File: src/rtl/alu_issue_if.sv
// Issue-stage bus: upstream instruction/operand inputs and the issue packet
// handed to the execute stage, each under its own valid/ready pair.
interface alu_issue_if;
  logic        in_valid;
  logic        in_ready;
  logic [31:0] in_instr;
  logic [31:0] in_pc;
  logic [31:0] in_rs1_data;
  logic [31:0] in_rs2_data;
  logic        out_valid;
  logic        out_ready;
  logic [3:0]  out_alu_op;
  logic [31:0] out_operand_a;
  logic [31:0] out_operand_b;
  logic [4:0]  out_rd;
  logic [31:0] out_pc;
  logic        out_illegal;

  // Environment side: supplies instructions and consumes issue packets
  modport master (
    output in_valid, in_instr, in_pc, in_rs1_data, in_rs2_data, out_ready,
    input  in_ready, out_valid, out_alu_op, out_operand_a, out_operand_b,
           out_rd, out_pc, out_illegal
  );

  // Stage side: accepts instructions and produces issue packets
  modport slave (
    input  in_valid, in_instr, in_pc, in_rs1_data, in_rs2_data, out_ready,
    output in_ready, out_valid, out_alu_op, out_operand_a, out_operand_b,
           out_rd, out_pc, out_illegal
  );
endinterface

File: src/rtl/alu_issue_stage.sv
// RV32I ALU issue stage: decodes OP / OP-IMM / LUI / AUIPC, selects operands
// and holds one registered issue packet under a valid/ready handshake.
module alu_issue_stage #(
  parameter int CNT_W = 16,
  parameter int XLEN  = 32
) (
  input  logic             clk,
  input  logic             rst,
  input  logic             flush,
  alu_issue_if.slave       bus,
  output logic [CNT_W-1:0] issue_count
);

  localparam logic [3:0] OP_ADD  = 4'd0;
  localparam logic [3:0] OP_SUB  = 4'd1;
  localparam logic [3:0] OP_SLL  = 4'd2;
  localparam logic [3:0] OP_SLT  = 4'd3;
  localparam logic [3:0] OP_SLTU = 4'd4;
  localparam logic [3:0] OP_XOR  = 4'd5;
  localparam logic [3:0] OP_SRL  = 4'd6;
  localparam logic [3:0] OP_SRA  = 4'd7;
  localparam logic [3:0] OP_OR   = 4'd8;
  localparam logic [3:0] OP_AND  = 4'd9;

  localparam logic [6:0] OPC_OP    = 7'b0110011;
  localparam logic [6:0] OPC_OPIMM = 7'b0010011;
  localparam logic [6:0] OPC_LUI   = 7'b0110111;
  localparam logic [6:0] OPC_AUIPC = 7'b0010111;

  localparam logic [6:0] F7_ZERO = 7'b0000000;
  localparam logic [6:0] F7_ALT  = 7'b0100000;

  // funct3 mapping shared by OP and OP-IMM (funct7 variants handled by caller)
  function automatic logic [3:0] base_op(input logic [2:0] f3);
    case (f3)
      3'b000:  base_op = OP_ADD;
      3'b001:  base_op = OP_SLL;
      3'b010:  base_op = OP_SLT;
      3'b011:  base_op = OP_SLTU;
      3'b100:  base_op = OP_XOR;
      3'b101:  base_op = OP_SRL;
      3'b110:  base_op = OP_OR;
      default: base_op = OP_AND;
    endcase
  endfunction

  logic [6:0]      opcode;
  logic [2:0]      funct3;
  logic [6:0]      funct7;
  logic [3:0]      dec_op;
  logic [XLEN-1:0] dec_a;
  logic [XLEN-1:0] dec_b;
  logic [4:0]      dec_rd;
  logic            dec_illegal;

  logic            out_valid_reg;
  logic [3:0]      out_op_reg;
  logic [XLEN-1:0] out_a_reg;
  logic [XLEN-1:0] out_b_reg;
  logic [4:0]      out_rd_reg;
  logic [XLEN-1:0] out_pc_reg;
  logic            out_illegal_reg;
  logic [CNT_W-1:0] count_reg;

  logic accept;
  logic handoff;

  assign opcode = bus.in_instr[6:0];
  assign funct3 = bus.in_instr[14:12];
  assign funct7 = bus.in_instr[31:25];

  // A held packet that is being taken this cycle frees the register for a new one
  assign bus.in_ready = !out_valid_reg || bus.out_ready;
  assign accept       = bus.in_valid && bus.in_ready;
  assign handoff      = out_valid_reg && bus.out_ready;

  // Decode opcode/funct fields into ALU op and operands; illegal forms collapse to zeros
  always_comb begin
    dec_op      = OP_ADD;
    dec_a       = '0;
    dec_b       = '0;
    dec_rd      = bus.in_instr[11:7];
    dec_illegal = 1'b0;
    case (opcode)
      OPC_OP: begin
        dec_a = bus.in_rs1_data;
        dec_b = bus.in_rs2_data;
        if (funct7 == F7_ZERO) begin
          dec_op = base_op(funct3);
        end else if (funct7 == F7_ALT && funct3 == 3'b000) begin
          dec_op = OP_SUB;
        end else if (funct7 == F7_ALT && funct3 == 3'b101) begin
          dec_op = OP_SRA;
        end else begin
          dec_illegal = 1'b1;
        end
      end
      OPC_OPIMM: begin
        dec_a  = bus.in_rs1_data;
        dec_b  = {{20{bus.in_instr[31]}}, bus.in_instr[31:20]};
        dec_op = base_op(funct3);
        if (funct3 == 3'b001 || funct3 == 3'b101) begin
          // Shift-immediates: upper immediate bits are the funct7 qualifier
          dec_b = {27'b0, bus.in_instr[24:20]};
          if (funct7 == F7_ZERO) begin
            dec_op = base_op(funct3);
          end else if (funct3 == 3'b101 && funct7 == F7_ALT) begin
            dec_op = OP_SRA;
          end else begin
            dec_illegal = 1'b1;
          end
        end
      end
      OPC_LUI: begin
        dec_a = '0;
        dec_b = {bus.in_instr[31:12], 12'b0};
      end
      OPC_AUIPC: begin
        dec_a = bus.in_pc;
        dec_b = {bus.in_instr[31:12], 12'b0};
      end
      default: dec_illegal = 1'b1;
    endcase
    if (dec_illegal) begin
      dec_op = OP_ADD;
      dec_a  = '0;
      dec_b  = '0;
      dec_rd = 5'd0;
    end
  end

  // Output packet register: flush beats accept, accept beats plain handoff
  always_ff @(posedge clk) begin
    if (rst) begin
      out_valid_reg   <= 1'b0;
      out_op_reg      <= '0;
      out_a_reg       <= '0;
      out_b_reg       <= '0;
      out_rd_reg      <= '0;
      out_pc_reg      <= '0;
      out_illegal_reg <= 1'b0;
    end else if (flush) begin
      out_valid_reg <= 1'b0;
    end else if (accept) begin
      out_valid_reg   <= 1'b1;
      out_op_reg      <= dec_op;
      out_a_reg       <= dec_a;
      out_b_reg       <= dec_b;
      out_rd_reg      <= dec_rd;
      out_pc_reg      <= bus.in_pc;
      out_illegal_reg <= dec_illegal;
    end else if (handoff) begin
      out_valid_reg <= 1'b0;
    end
  end

  // Count packets handed to execute; a flush cycle never counts
  always_ff @(posedge clk) begin
    if (rst) begin
      count_reg <= '0;
    end else if (handoff && !flush) begin
      count_reg <= count_reg + {{(CNT_W-1){1'b0}}, 1'b1};
    end
  end

  assign bus.out_valid     = out_valid_reg;
  assign bus.out_alu_op    = out_op_reg;
  assign bus.out_operand_a = out_a_reg;
  assign bus.out_operand_b = out_b_reg;
  assign bus.out_rd        = out_rd_reg;
  assign bus.out_pc        = out_pc_reg;
  assign bus.out_illegal   = out_illegal_reg;
  assign issue_count       = count_reg;

endmodule

File: src/flat_wrapper.sv
// flat-port wrapper written by rule: the top's interface ports become plain ports
module alu_issue_stage_flat 
#(
  parameter int CNT_W = 16,
  parameter int XLEN  = 32
)
  (clk, rst, flush, issue_count, bus_in_valid, bus_in_instr, bus_in_pc, bus_in_rs1_data, bus_in_rs2_data, bus_out_ready, bus_in_ready, bus_out_valid, bus_out_alu_op, bus_out_operand_a, bus_out_operand_b, bus_out_rd, bus_out_pc, bus_out_illegal);
  alu_issue_if bus_i ();
  input  logic clk;
  input  logic rst;
  input  logic flush;
  output logic [CNT_W-1:0] issue_count;
  input wire logic [$bits(bus_i.in_valid)-1:0] bus_in_valid;
  input wire logic [$bits(bus_i.in_instr)-1:0] bus_in_instr;
  input wire logic [$bits(bus_i.in_pc)-1:0] bus_in_pc;
  input wire logic [$bits(bus_i.in_rs1_data)-1:0] bus_in_rs1_data;
  input wire logic [$bits(bus_i.in_rs2_data)-1:0] bus_in_rs2_data;
  input wire logic [$bits(bus_i.out_ready)-1:0] bus_out_ready;
  output wire logic [$bits(bus_i.in_ready)-1:0] bus_in_ready;
  output wire logic [$bits(bus_i.out_valid)-1:0] bus_out_valid;
  output wire logic [$bits(bus_i.out_alu_op)-1:0] bus_out_alu_op;
  output wire logic [$bits(bus_i.out_operand_a)-1:0] bus_out_operand_a;
  output wire logic [$bits(bus_i.out_operand_b)-1:0] bus_out_operand_b;
  output wire logic [$bits(bus_i.out_rd)-1:0] bus_out_rd;
  output wire logic [$bits(bus_i.out_pc)-1:0] bus_out_pc;
  output wire logic [$bits(bus_i.out_illegal)-1:0] bus_out_illegal;
  assign bus_i.in_valid = bus_in_valid;
  assign bus_i.in_instr = bus_in_instr;
  assign bus_i.in_pc = bus_in_pc;
  assign bus_i.in_rs1_data = bus_in_rs1_data;
  assign bus_i.in_rs2_data = bus_in_rs2_data;
  assign bus_i.out_ready = bus_out_ready;
  assign bus_in_ready = bus_i.in_ready;
  assign bus_out_valid = bus_i.out_valid;
  assign bus_out_alu_op = bus_i.out_alu_op;
  assign bus_out_operand_a = bus_i.out_operand_a;
  assign bus_out_operand_b = bus_i.out_operand_b;
  assign bus_out_rd = bus_i.out_rd;
  assign bus_out_pc = bus_i.out_pc;
  assign bus_out_illegal = bus_i.out_illegal;
  alu_issue_stage #(.CNT_W(CNT_W), .XLEN(XLEN)) u_core (.clk(clk), .rst(rst), .flush(flush), .bus(bus_i), .issue_count(issue_count));
endmodule
File: config.mk
export PLATFORM = sky130hd
export DESIGN_NAME = alu_issue_stage_flat
export DESIGN_NICKNAME = d
export VERILOG_FILES = /design/src/rtl/alu_issue_if.sv /design/src/rtl/alu_issue_stage.sv /design/src/flat_wrapper.sv
export SDC_FILE = /design/constraint.sdc
export NUM_CORES = 1
export LEC_CHECK = 0
export ABC_AREA = 1
export BUFFER_PORTS_ARGS = -buffer_cell sky130_fd_sc_hd__buf_4
export CELL_PAD_IN_SITES_DETAIL_PLACEMENT = 2
export CELL_PAD_IN_SITES_GLOBAL_PLACEMENT = 2
export CORE_MARGIN = 2
export CORE_UTILIZATION = 26
export CTS_CLUSTER_SIZE = 16
export DETAILED_ROUTE_END_ITERATION = 10
export PLACE_DENSITY_LB_ADDON = 0.1
export SLEW_MARGIN = 0
export SYNTH_ARGS = -nofsm -noshare
export SYNTH_HDL_FRONTEND = slang
export SYNTH_SLANG_ARGS = --single-unit
File: constraint.sdc
create_clock -name clk -period 2 [get_ports clk]
set_input_delay 0.1 -clock clk [delete_from_list [all_inputs] [get_ports clk]]
set_output_delay 0.1 -clock clk [all_outputs]
set_load 0.02 [all_outputs]
* Word-level counts from Yosys, hierarchy flattened
Cells that the tools add are included.
** Cells by class
- Add/sub/neg operators :: 1
- Eq/ne operators :: 11
- Muxes and demuxes :: 23
- Bitwise logic cells :: 1
- Reduce and logical (&&, ||, !) cells :: 16
** Operators with widths (number)
- 2-to-1 mux 32 bit :: 3
- case mux 32 bit (3 select lines) :: 1
- case mux 32 bit (2 select lines) :: 1
- case mux 4 bit (7 select lines) :: 1
- 2-to-1 mux 4 bit :: 6
- == test 7 x 6 -> 1 bit (second input constant) :: 3
- adder 16 x 1 -> 16 bit (second input constant) :: 1
- == test 7 x 5 -> 1 bit (second input constant) :: 2
- == test 3 bit (second input constant) :: 3
- case mux 4 bit (2 select lines) :: 1
- logical NOT 7 bit :: 1
- 2-to-1 mux 1 bit :: 7
- == test 3 x 2 -> 1 bit (second input constant) :: 2
- OR reduction 2 bit :: 3
- logical AND 1 bit :: 5
- 2-to-1 mux 5 bit :: 1
- == test 3 x 1 -> 1 bit (second input constant) :: 1
- logical NOT 3 bit :: 1
- 2-to-1 mux 3 bit :: 1
- case mux 1 bit (3 select lines) :: 1
- logical NOT 1 bit :: 2
- logical OR 1 bit :: 2
- AND reduction 2 bit :: 1
- nonzero test 2 bit :: 1
- inverter 1 bit :: 1
** Word-level totals
- Register bits :: 123
- Output and inout port bits :: 124
- Logic and storage cells :: 60

* Longest topological paths before layout
Gate-level depths: netlist (run 1).
- Word-level depth :: 7
- Gate-level depth with buffers :: 10
- Depth with buffers taken out :: 10

* Worst setup path after synthesis (run 1)
OpenSTA, ideal clock, no wires.
- Kind :: register to register
- Start point :: reg u_core.out_valid_reg, in the netlist u_core.bus.out_valid
- End point :: reg u_core.out_a_reg[17], in the netlist u_core.bus.out_operand_a[17]
- Setup time :: 0.132 ns
- Arrival :: 1.513 ns
- Path slack :: 0.355 ns
- Stages on the path, launching flop included :: 9
- Path through :: dfxtp_1 nand2_1 nand3_1 inv_2 nand2_2 buf_2 o22ai_1 nand2_1 a21oi_1
** On the way
- Longest elaborated chain between the ends :: 4
** RTL lines
- from (decl) :: RTL line alu_issue_stage.sv:56 : logic out_valid_reg;
- from (signal assigned) :: RTL line alu_issue_stage.sv:135 : out_valid_reg <= 1'b0;
- from (signal assigned) :: RTL line alu_issue_stage.sv:143 : out_valid_reg <= 1'b0;
- from (signal assigned) :: RTL line alu_issue_stage.sv:145 : out_valid_reg <= 1'b1;
- logical NOT 1 bit :: RTL line alu_issue_stage.sv:73 : assign bus.in_ready = !out_valid_reg || bus.out_ready;
- logical OR 1 bit :: RTL line alu_issue_stage.sv:73
- named net bus_in_ready :: RTL line flat_wrapper.sv:19 : output wire logic [$bits(bus_i.in_ready)-1:0] bus_in_ready;
- logical AND 1 bit :: RTL line alu_issue_stage.sv:74 : assign accept = bus.in_valid && bus.in_ready;
- AND reduction 2 bit (no source line)
- to (signal assigned) :: RTL line alu_issue_stage.sv:137 : out_a_reg <= '0;
- to (signal assigned) :: RTL line alu_issue_stage.sv:147 : out_a_reg <= dec_a;
- to (decl) :: RTL line alu_issue_stage.sv:58 : logic [XLEN-1:0] out_a_reg;
The timed path passes the listed nets, and every way through them passes these cells.
A chain may end at the register's enable or synchronous reset.

* Worst setup path after layout (run 1)
- Start point :: in flush
- End point :: reg u_core.out_a_reg[20], in the netlist u_core.bus.out_operand_a[20]
** On the way
- Longest elaborated chain between the ends :: 2
** RTL lines
- from (decl) :: RTL line flat_wrapper.sv:11 : input logic flush;
- inverter 1 bit (no source line)
- AND reduction 2 bit (no source line)
Every way passes these cells.

==> impl_metrics.json, run 1 <==
{
  "cp-end-kind": "flop",
  "coreArea_um2": 21000,
  "ys_seq_area_share_pct": 44.4,
  "skew_ns": 0.0127,
  "muxShareOfSynthArea_pct": 0,
  "syn_to_final_growth_pct": 59.0,
  "vias": 6557,
  "tightest_slew_ns": 0.509,
  "antenna_cells": 0,
  "dp_slack_ns": 0.251,
  "start_util_pct": 26.5,
  "ff_latch_area_um2": 2460,
  "fmax_mhz": 560,
  "grt_pass1_wl_um": 38300,
  "synth_fa_ha_area_share_pct": 0.225,
  "setup_slack_ns": 0.215,
  "rsz0062_at_grt": "false",
  "finalCritPeriodShare_pct": 89.2,
  "synth.net_count": 947,
  "overflow": 0,
  "synth_top_cell_area_share_pct": 44.4,
  "final.min_clock_period_ns": 1.78,
  "initialDrtViolationCount": 210,
  "min_path_type": "input pin to flop",
  "hpwl_um": 16600,
  "synthXorXnorAreaFrac_pct": 0.158,
  "routed_wl_um": 24900,
  "power.density_nw_per_um2": 752,
  "grt.total_usage_pct": 21.8,
  "clock_path_buffers": 2,
  "synthTopCellsByArea": "dfxtp_1 44%, nand2_1 19%, a21oi_1 11%",
  "critPathLaunchType": "input pin",
  "synthSimpleGateAreaFrac_pct": 31.7,
  "finalHoldViolations": 0,
  "relSlewSlack_pct": 66.1,
  "cp.required_ns": 2.34,
  "cts_tree": "yes",
  "post_drt_wl_per_cell_um": 18.1,
  "synthCells": 813,
  "synth_top_family_by_area": "simple AND/OR/NAND/NOR gates",
  "die_w_um": 150,
  "slew_violations": 0,
  "ys_ff_latch": 123,
  "layout-drive-gt1-share_pct": 29.3,
  "cts_resized": 0,
  "grt_max_degree": 105,
  "arrival_ns": 2.13,
  "synth-compound-area-share_pct": 15.6,
  "cts_max_level": 4,
  "avgSynthCellArea_um2": 6.83,
  "setup_viol": 0,
  "port_buffers": 256,
  "cap_violations": 0,
  "clk_pin_slew_worst_paths_ns": 0.06,
  "synth_cell_types": 26,
  "p_leak_nw": 3.83,
  "multi_input_area_um2": 2670,
  "syn_area_um2": 5550,
  "min_from": "bus_in_pc[23]",
  "synth_area_leader_cell": "dfxtp_1",
  "ioPinCount": 257,
  "rr_startpoint": "u_core.bus.out_valid",
  "ant_nets": 0,
  "fillers": 2479,
  "whs_path_depth": 3,
  "remaining_drc_errors": 0,
  "die_h_um": 150,
  "fin_nets": 1220,
  "rr_worst_depth": 8,
  "rows": 53,
  "status": "completed",
  "critPathMaxFanout": 32,
  "ys.warnings.count": 0,
  "clkLatencyLatePin_ns": 0.42,
  "antenna_found_initial": 0,
  "worstHoldEndpoint": "u_core.bus.out_pc[23]",
  "place.gp.congestion": 0.740,
  "tns_ns": 0,
  "ir_drop_mv": 0.480,
  "cts_buffers": 17,
  "grt_pass1_vias": 6802,
  "first_pass_iters": 4,
  "root_buffer": "clkbuf_16",
  "criticalPathCategory": "input pin to flop",
  "die_area_um2": 22500,
  "worst-r2r-setup-slack_ns": 0.22,
  "clock-sinks": 123,
  "via_per_inst": 4.77,
  "timing.rr.end": "u_core.bus.out_operand_a[20]"
}
per-layer routing:
| layer | track usage [%] | part of all wire (%) | up-vias |
|---|---|---|---|
| li1 | - | - | 3206 |
| met1 | 27.4 | 44 | 3171 |
| met2 | 38.2 | 50 | 154 |
| met3 | 4.30 | 4.3 | 26 |
| met4 | 5.42 | 1.6 | 0 |
| met5 | 0 | 0 | - |
worst max-delay path, stage by stage:
cell,delay [ns]
dlygate4sd3_1,0.54
buf_4,0.15
inv_1,0.11
nand3_4,0.11
clkinv_2,0.09
buf_12,0.19
nand2_2,0.34
o22ai_1,0.27
nand2_1,0.10
a21oi_1,0.12
worst max path at each step:
stage	slack, ns	endpoint	cells after the start	from
2_1_floorplan	0.35	u_core.bus.out_operand_a[17]	8	u_core.bus.out_valid
3_3_place_gp	0.32	u_core.bus.out_operand_a[23]	8	u_core.bus.out_valid
3_5_place_dp	0.25	u_core.bus.out_operand_a[21]	8	u_core.bus.out_valid
4_1_cts	0.22	u_core.bus.out_operand_a[16]	8	u_core.bus.out_valid
5_1_grt	0.02	u_core.bus.out_operand_a[15]	8	u_core.bus.out_valid
6_report	0.22	u_core.bus.out_operand_a[20]	10	flush
kinds of logic after synthesis:
group	count (synthesis)
adders and majority gates	1
and+or+nand+nor	414
xor gates and xnor gates	1
buffers and inverters	107
DFF	123
AOI/OAI and AO/OA	167
cell type report:
| type | count | area share (%) |
|---|---|---|
| clock buffers | 19 | 5.02 |
| multi-input cells | 583 | 30.2 |
| flip-flops and latches | 123 | 27.9 |
| inverters | 54 | 2.31 |
| well taps | 275 | 3.90 |
| repair buffers | 307 | 28.2 |
| clock inverters | 13 | 2.44 |
synthesized netlist by cell type:
library cell and n:
nor2_1 20, a21oi_1 118, ha_1 1, o21a_1 1, nor2_4 3, nor2_2 3, o21ai_0 26, a211oi_1 1
buf_1 1, o21ai_1 2, nand2_2 4, nand3_1 91, inv_1 50, clkbuf_1 28, o211ai_1 1, nand2_1 277
nand4_1 5, xor2_1 1, buf_4 3, nor3_4 1, inv_2 4, o22ai_1 18, dfxtp_1 123, nor2_8 1
nor3_1 9, buf_2 21
through the flow:
step | hold slack (ns) | power [mW] | cells | instance area [um2] | util (%)
finish | 0.0102 | 6.64 | 1374 | 8820 | 42.1
global route | 0.0231 | 6.89 | 1374 | 8820 | 42.1
CTS | 0.00168 | 6.73 | 1374 | 8820 | 42.1
detailed placement | 0.296 | 3.16 | 1308 | 7830 | 37.3
global placement | 0.291 | 3.16 | 1308 | 7830 | 37.3
floorplan | 0.179 | 2.79 | 813 | 5550 | -
repair_timing:
item / CTS / global route
hold buffers: 34 / 0
buffers inserted: 0 / 0
endpoints found under the hold margin: 34 / 0
placed cells by master, fill, tap and decap left out, drive strengths merged, types with 18 or more instances in the layout:
cell,instances
o22ai,18
dlygate4sd3,34
a21oi,118
nor2,27
clkbuf,19
inv,54
dfxtp,123
nand3,91
buf,273
nand2,281
o21ai,28
report_power, final:
group | leakage [nW] | internal [mW] | switching, mW | total, mW
sequential | 0.995 | 2.48 | 0.0206 | 2.51
clock | 0.318 | 2.26 | 1.21 | 3.47
combinational | 2.52 | 0.315 | 0.348 | 0.663
total | 3.83 | 5.06 | 1.58 | 6.64
Note: power is estimated with default switching activity, not from simulation.
==> run 2: changes to the inputs <==
--- a/config.mk
+++ b/config.mk
@@ -11,6 +11,7 @@
 export CELL_PAD_IN_SITES_GLOBAL_PLACEMENT = 2
 export CORE_MARGIN = 2
 export CORE_UTILIZATION = 26
+export CTS_BUF_LIST = sky130_fd_sc_hd__clkbuf_4 sky130_fd_sc_hd__clkbuf_8
 export CTS_CLUSTER_SIZE = 16
 export DETAILED_ROUTE_END_ITERATION = 10
 export PLACE_DENSITY_LB_ADDON = 0.1
==> run 2 against run 1 <==
Via count grew 1.7%; sequential power hardly changed; worst setup slack worse by 0.053 ns; clock power shrank 23%; clock-buffer cell count unchanged; final area grew 0.14%; wire length rose by 1.5%; sequential share of layout area barely moved; combinational power is 5.1% higher; first-iteration DRC count grew 2.9%.
==> impl_metrics.json, run 2 (synthesized netlist as in run 1, its figures left out) <==
{
  "post_drt_wl_per_cell_um": 18.1,
  "finalHoldViolations": 0,
  "power.density_nw_per_um2": 665,
  "antenna_found_initial": 0,
  "start_util_pct": 26.5,
  "slew_violations": 0,
  "cts_tree": "yes",
  "grt_max_degree": 105,
  "layout_common_cells": "277 x nand2_1, 265 x buf_4, 123 x dfxtp_1",
  "routed_wl_um": 25300,
  "status": "completed",
  "via_per_inst": 4.78,
  "grt_pass1_vias": 7058,
  "setup_slack_ns": 0.162,
  "ir_drop_mv": 0.325,
  "ant_nets": 0,
  "setup_viol": 0,
  "cp-end-kind": "flop",
  "place.gp.congestion": 0.740,
  "hpwl_um": 16600,
  "cts_buffers": 17,
  "final_common_cell": "nand2_1",
  "arrival_ns": 2.16,
  "fin_nets": 1240,
  "final.min_clock_period_ns": 1.84,
  "antenna_cells": 0,
  "die_h_um": 150,
  "skew_ns": 0.0111,
  "critPathMaxFanout": 32,
  "min_path_type": "input pin to flop",
  "cap_violations": 0,
  "overflow": 0,
  "root_buffer": "clkbuf_8",
  "stdcell_count": 1394,
  "tightest_slew_ns": 0.515,
  "syn_to_final_growth_pct": 59.2,
  "rsz0062_at_grt": "false",
  "grt.total_usage_pct": 22.4,
  "critPathLaunchType": "flop",
  "clk_pin_slew_worst_paths_ns": 0.09,
  "rows": 53,
  "criticalPathCategory": "flop to flop",
  "fmax_mhz": 544,
  "clkLatencyLatePin_ns": 0.46,
  "grt_pass1_wl_um": 39200,
  "layout-drive-gt1-share_pct": 28.9,
  "die_w_um": 150,
  "initialDrtViolationCount": 216,
  "cts_resized": 0,
  "vias": 6669,
  "coreArea_um2": 21000,
  "die_area_um2": 22500,
  "clock-sinks": 123,
  "cts_max_level": 4,
  "cp.required_ns": 2.32,
  "placed_cells": 1308,
  "p_total_mw": 5.88,
  "port_buffers": 256,
  "rr_worst_depth": 8,
  "p_leak_nw": 3.83,
  "tns_ns": 0,
  "first_pass_iters": 5,
  "ioPinCount": 257,
  "finalCritPeriodShare_pct": 91.9,
  "whs_path_depth": 2,
  "dp_slack_ns": 0.251,
  "relSlewSlack_pct": 65.5,
  "clock_path_buffers": 2,
  "remaining_drc_errors": 0
}
[run 2: changes by cell type in the layout (fill, tap and decap cells not counted)]
cell and change:
clkbuf_4 +1, clkbuf_16 -17, clkbuf_8 +17, dlygate4sd3_1 +20, clkbuf_1 -1
[run 2: report_power, final]
part / switching (mW) / internal [mW]
Sequential: 0.0212 / 2.48
Combinational: 0.357 / 0.340
Clock: 1.14 / 1.54
[run 2: routing by layer]
layer  GRT usage [%]  vias up  part of all wire, %
li1                -     3243                    -
met1            27.6     3202                   43
met2            38.6      184                   50
met3            5.06       40                  5.4
met4            7.59        0                  2.5
met5               0        -                    0
[run 2: stage by stage]
stage          area (um2)  hold WS (ns)  util [%]
5_1_grt              8840        0.0319      42.2
2_1_floorplan        5550         0.179         -
6_report             8840        0.0325      42.2
4_1_cts              8840       0.00129      42.2
3_5_place_dp         7830         0.296      37.3
3_3_place_gp         7830         0.291      37.3
[run 2: timing repair]
item | CTS | global route
hold endpoints to repair | 53 | 0
buffers inserted | 0 | 0
hold buffers | 54 | 0
[run 2: worst paths after layout]
path,start,slack (ns),end
max reg2reg,u_core.bus.out_valid,0.16,u_core.bus.out_operand_a[20]
max,u_core.bus.out_valid,0.16,u_core.bus.out_operand_a[20]
min reg2reg,u_core.bus.out_operand_a[18],0.47,u_core.bus.out_operand_a[18]
min,rst,0.03,u_core.issue_count[0]
[run 2: critical path: stages, from the launching register on]
cell	delay (ns)
dfxtp_1	0.44
nand2_1	0.16
nand3_4	0.11
clkinv_2	0.09
buf_12	0.17
nand2_2	0.41
o22ai_1	0.15
nand2_1	0.11
a21oi_1	0.06
[run 2: final cells by class]
cell class	instances	area, um2
repair buffers	327	2690
fillers	2477	12100
flip-flops and latches	123	2460
clock inverters	13	215
well taps	275	344
multi-input cells	583	2670
inverters	54	204
clock buffers	19	255
==> run 3: changes to the inputs <==
--- a/config.mk
+++ b/config.mk
@@ -6,7 +6,6 @@
 export NUM_CORES = 1
 export LEC_CHECK = 0
 export ABC_AREA = 1
-export BUFFER_PORTS_ARGS = -buffer_cell sky130_fd_sc_hd__buf_4
 export CELL_PAD_IN_SITES_DETAIL_PLACEMENT = 2
 export CELL_PAD_IN_SITES_GLOBAL_PLACEMENT = 2
 export CORE_MARGIN = 2
@@ -14,7 +13,9 @@
 export CTS_BUF_LIST = sky130_fd_sc_hd__clkbuf_4 sky130_fd_sc_hd__clkbuf_8
 export CTS_CLUSTER_SIZE = 16
 export DETAILED_ROUTE_END_ITERATION = 10
+export DONT_BUFFER_PORTS = 1
 export PLACE_DENSITY_LB_ADDON = 0.1
+export REMOVE_ABC_BUFFERS = 1
 export SLEW_MARGIN = 0
 export SYNTH_ARGS = -nofsm -noshare
 export SYNTH_HDL_FRONTEND = slang
==> run 3 against run 2 <==
Worst setup slack got worse by 0.019 ns; global-route usage decreased by 1.1 points; power decreased by 10%; clock skew increased by 0.0026 ns; utilization decreased by 5.0 points; combinational power decreased by 27%; hold slack improved by 0.014 ns; fmax decreased by 1.0%; via count decreased by 7.3%; critical path depth decreased by 1; first-iteration DRC count decreased by 25%; clock-buffer cell count decreased by 1.
==> impl_metrics.json, run 3 (synthesized netlist as in run 1, its figures left out) <==
{
  "status": "completed",
  "first_pass_iters": 4,
  "root_buffer": "clkbuf_8",
  "whs_path_depth": 4,
  "worstPathCellList": "nand2_1 > nand3_4 > clkinv_2 > buf_12 > nand2_1 > a21oi_1 > dlygate4sd3_1",
  "p_comb_share_pct": 9.7,
  "port_buffers": 0,
  "worstHoldEndpoint": "u_core.bus.out_operand_b[25]",
  "coreArea_um2": 21000,
  "via_per_inst": 4.99,
  "grt_pass1_vias": 6808,
  "clk_pin_slew_worst_paths_ns": 0.09,
  "cp.required_ns": 2.41,
  "placed_cells": 1063,
  "rr_worst_depth": 7,
  "antenna_found_initial": 0,
  "final_common_cell": "nand2_1",
  "start_util_pct": 26.5,
  "whs_ns": 0.0465,
  "remaining_drc_errors": 0,
  "intPower_mw": 3.76,
  "post_drt_wl_per_cell_um": 20.0,
  "slew_violations": 0,
  "clock_path_buffers": 2,
  "routed_wl_um": 24800,
  "overflow": 0,
  "p_total_mw": 5.28,
  "seqPwrFrac_pct": 48.3,
  "antenna_cells": 0,
  "p_leak_nw": 3.01,
  "cts_buffers": 17,
  "layout-drive-gt1-share_pct": 8.61,
  "power_switching_share_pct": 28.7,
  "die_area_um2": 22500,
  "ant_nets": 0,
  "cap_violations": 0,
  "grt_pass1_wl_um": 37200,
  "cp-end-kind": "flop",
  "min_path_type": "input pin to flop",
  "layout_common_cells": "277 x nand2_1, 140 x dlygate4sd3_1, 122 x dfxtp_1",
  "skew_ns": 0.0137,
  "initialDrtViolationCount": 163,
  "p_sw_mw": 1.52,
  "final.min_clock_period_ns": 1.86,
  "grt_max_degree": 105,
  "tightest_slew_ns": 1.06,
  "grt.total_usage_pct": 21.3,
  "clock-sinks": 123,
  "place.gp.congestion": 0.770,
  "cpPeakStageDelay_ns": 0.56,
  "clkLatencyLatePin_ns": 0.45,
  "die_w_um": 150,
  "die_h_um": 150,
  "criticalPathCategory": "flop to flop",
  "finalHoldViolations": 0,
  "setup_viol": 0,
  "critPathMaxFanout": 26,
  "cts_max_level": 4,
  "hpwl_um": 14900,
  "arrival_ns": 2.26,
  "syn_to_final_growth_pct": 40.4,
  "worst-r2r-setup-slack_ns": 0.14,
  "min_from": "bus_in_instr[25]",
  "finalCritPeriodShare_pct": 92.9,
  "path_common_cell": "nand2_1",
  "ir_drop_mv": 0.364,
  "timing.rr.end": "u_core.bus.out_pc[28]",
  "vias": 6183,
  "rsz0062_at_grt": "false",
  "fin_nets": 1085,
  "cts_tree": "yes",
  "relSlewSlack_pct": 29.3,
  "rows": 53,
  "fmax_mhz": 538,
  "critPathLaunchType": "flop",
  "clkPwrFrac_pct": 42.1,
  "rr_startpoint": "u_core.bus.out_valid",
  "ioPinCount": 257,
  "stdcell_count": 1239,
  "power.density_nw_per_um2": 677,
  "critical_path.slowest_cell": "dlygate4sd3_1"
}
-- run 3: cell types whose count changed in the layout (fill, tap and decap cells not counted), sizes merged --
| cell | before | now |
|---|---|---|
| buf | 273 | 30 |
| bufinv | 5 | 1 |
| clkbuf | 19 | 20 |
| clkinvlp | 1 | 2 |
| dlygate4sd3 | 54 | 140 |
| inv | 54 | 58 |
-- run 3: layout make-up --
cell class	count	area, um2
Sequential cell	123	2460
Fill cell	2470	13200
Inverter	54	204
Clock buffer	18	248
Tap cell	275	344
Multi-Input combinational cell	583	2670
Clock inverter	14	136
Timing Repair Buffer	172	1730
-- run 3: per-stage QoR --
stage | setup slack (ns) | TNS (ns) | area (um2) | util, %
after floorplan | -2.88 | -267.34 | 5310 | -
after global placement | -0.0791 | -2.97 | 5900 | 28.1
after detailed placement | -0.192 | -9.11 | 5900 | 28.1
after CTS | 0.0256 | 0 | 7710 | 36.8
after global routing | 0.0328 | 0 | 7790 | 37.2
final | 0.143 | 0 | 7790 | 37.2
-- run 3: power groups by stage --
stage                     registers, mW  logic (mW)  clock network (mW)
after floorplan                    2.60       0.151                   0
after global placement             2.60       0.232                   0
after detailed placement           2.60       0.243                   0
after CTS                          2.55       0.475                2.31
after global routing               2.55       0.557                2.44
final                              2.55       0.509                2.22
-- run 3: per-layer routing --
layer / up-vias / wire length (um) / track usage, %
li1: 2937 / - / -
met1: 3004 / 9800 / 23.6
met2: 204 / 12500 / 37.2
met3: 38 / 2000 / 8.00
met4: 0 / 545 / 7.88
met5: - / 0 / 0
-- run 3: worst max-delay path by stage --
stage	from	end	slack, ns	depth (start not counted)
6_report	u_core.bus.out_valid	u_core.bus.out_pc[28]	0.14	7
4_1_cts	u_core.bus.out_valid	u_core.bus.out_pc[28]	0.03	6
3_5_place_dp	bus_in_instr[25]	u_core.bus.out_operand_b[6]	-0.19	9
5_1_grt	bus_in_instr[4]	u_core.bus.out_operand_b[28]	0.03	11
2_1_floorplan	u_core.bus.out_valid	u_core.bus.out_operand_a[10]	-2.88	7
3_3_place_gp	bus_in_instr[27]	u_core.bus.out_operand_b[25]	-0.08	9
-- run 3: critical path: cells and delay by family (launching register included) --
kind,cells,cell delay (ns)
DFF,1,0.35
and+or+nand+nor,3,0.42
AOI/OAI and AO/OA,1,0.16
buffers and inverters,3,0.87
-- run 3: repair_timing --
action | 4_1_cts | 5_1_grt
setup buffers | 0 | 1
endpoints found under the setup margin | 0 | 8
resized for setup | 0 | 5
hold endpoints to repair | 113 | 0
hold buffers | 141 | 0
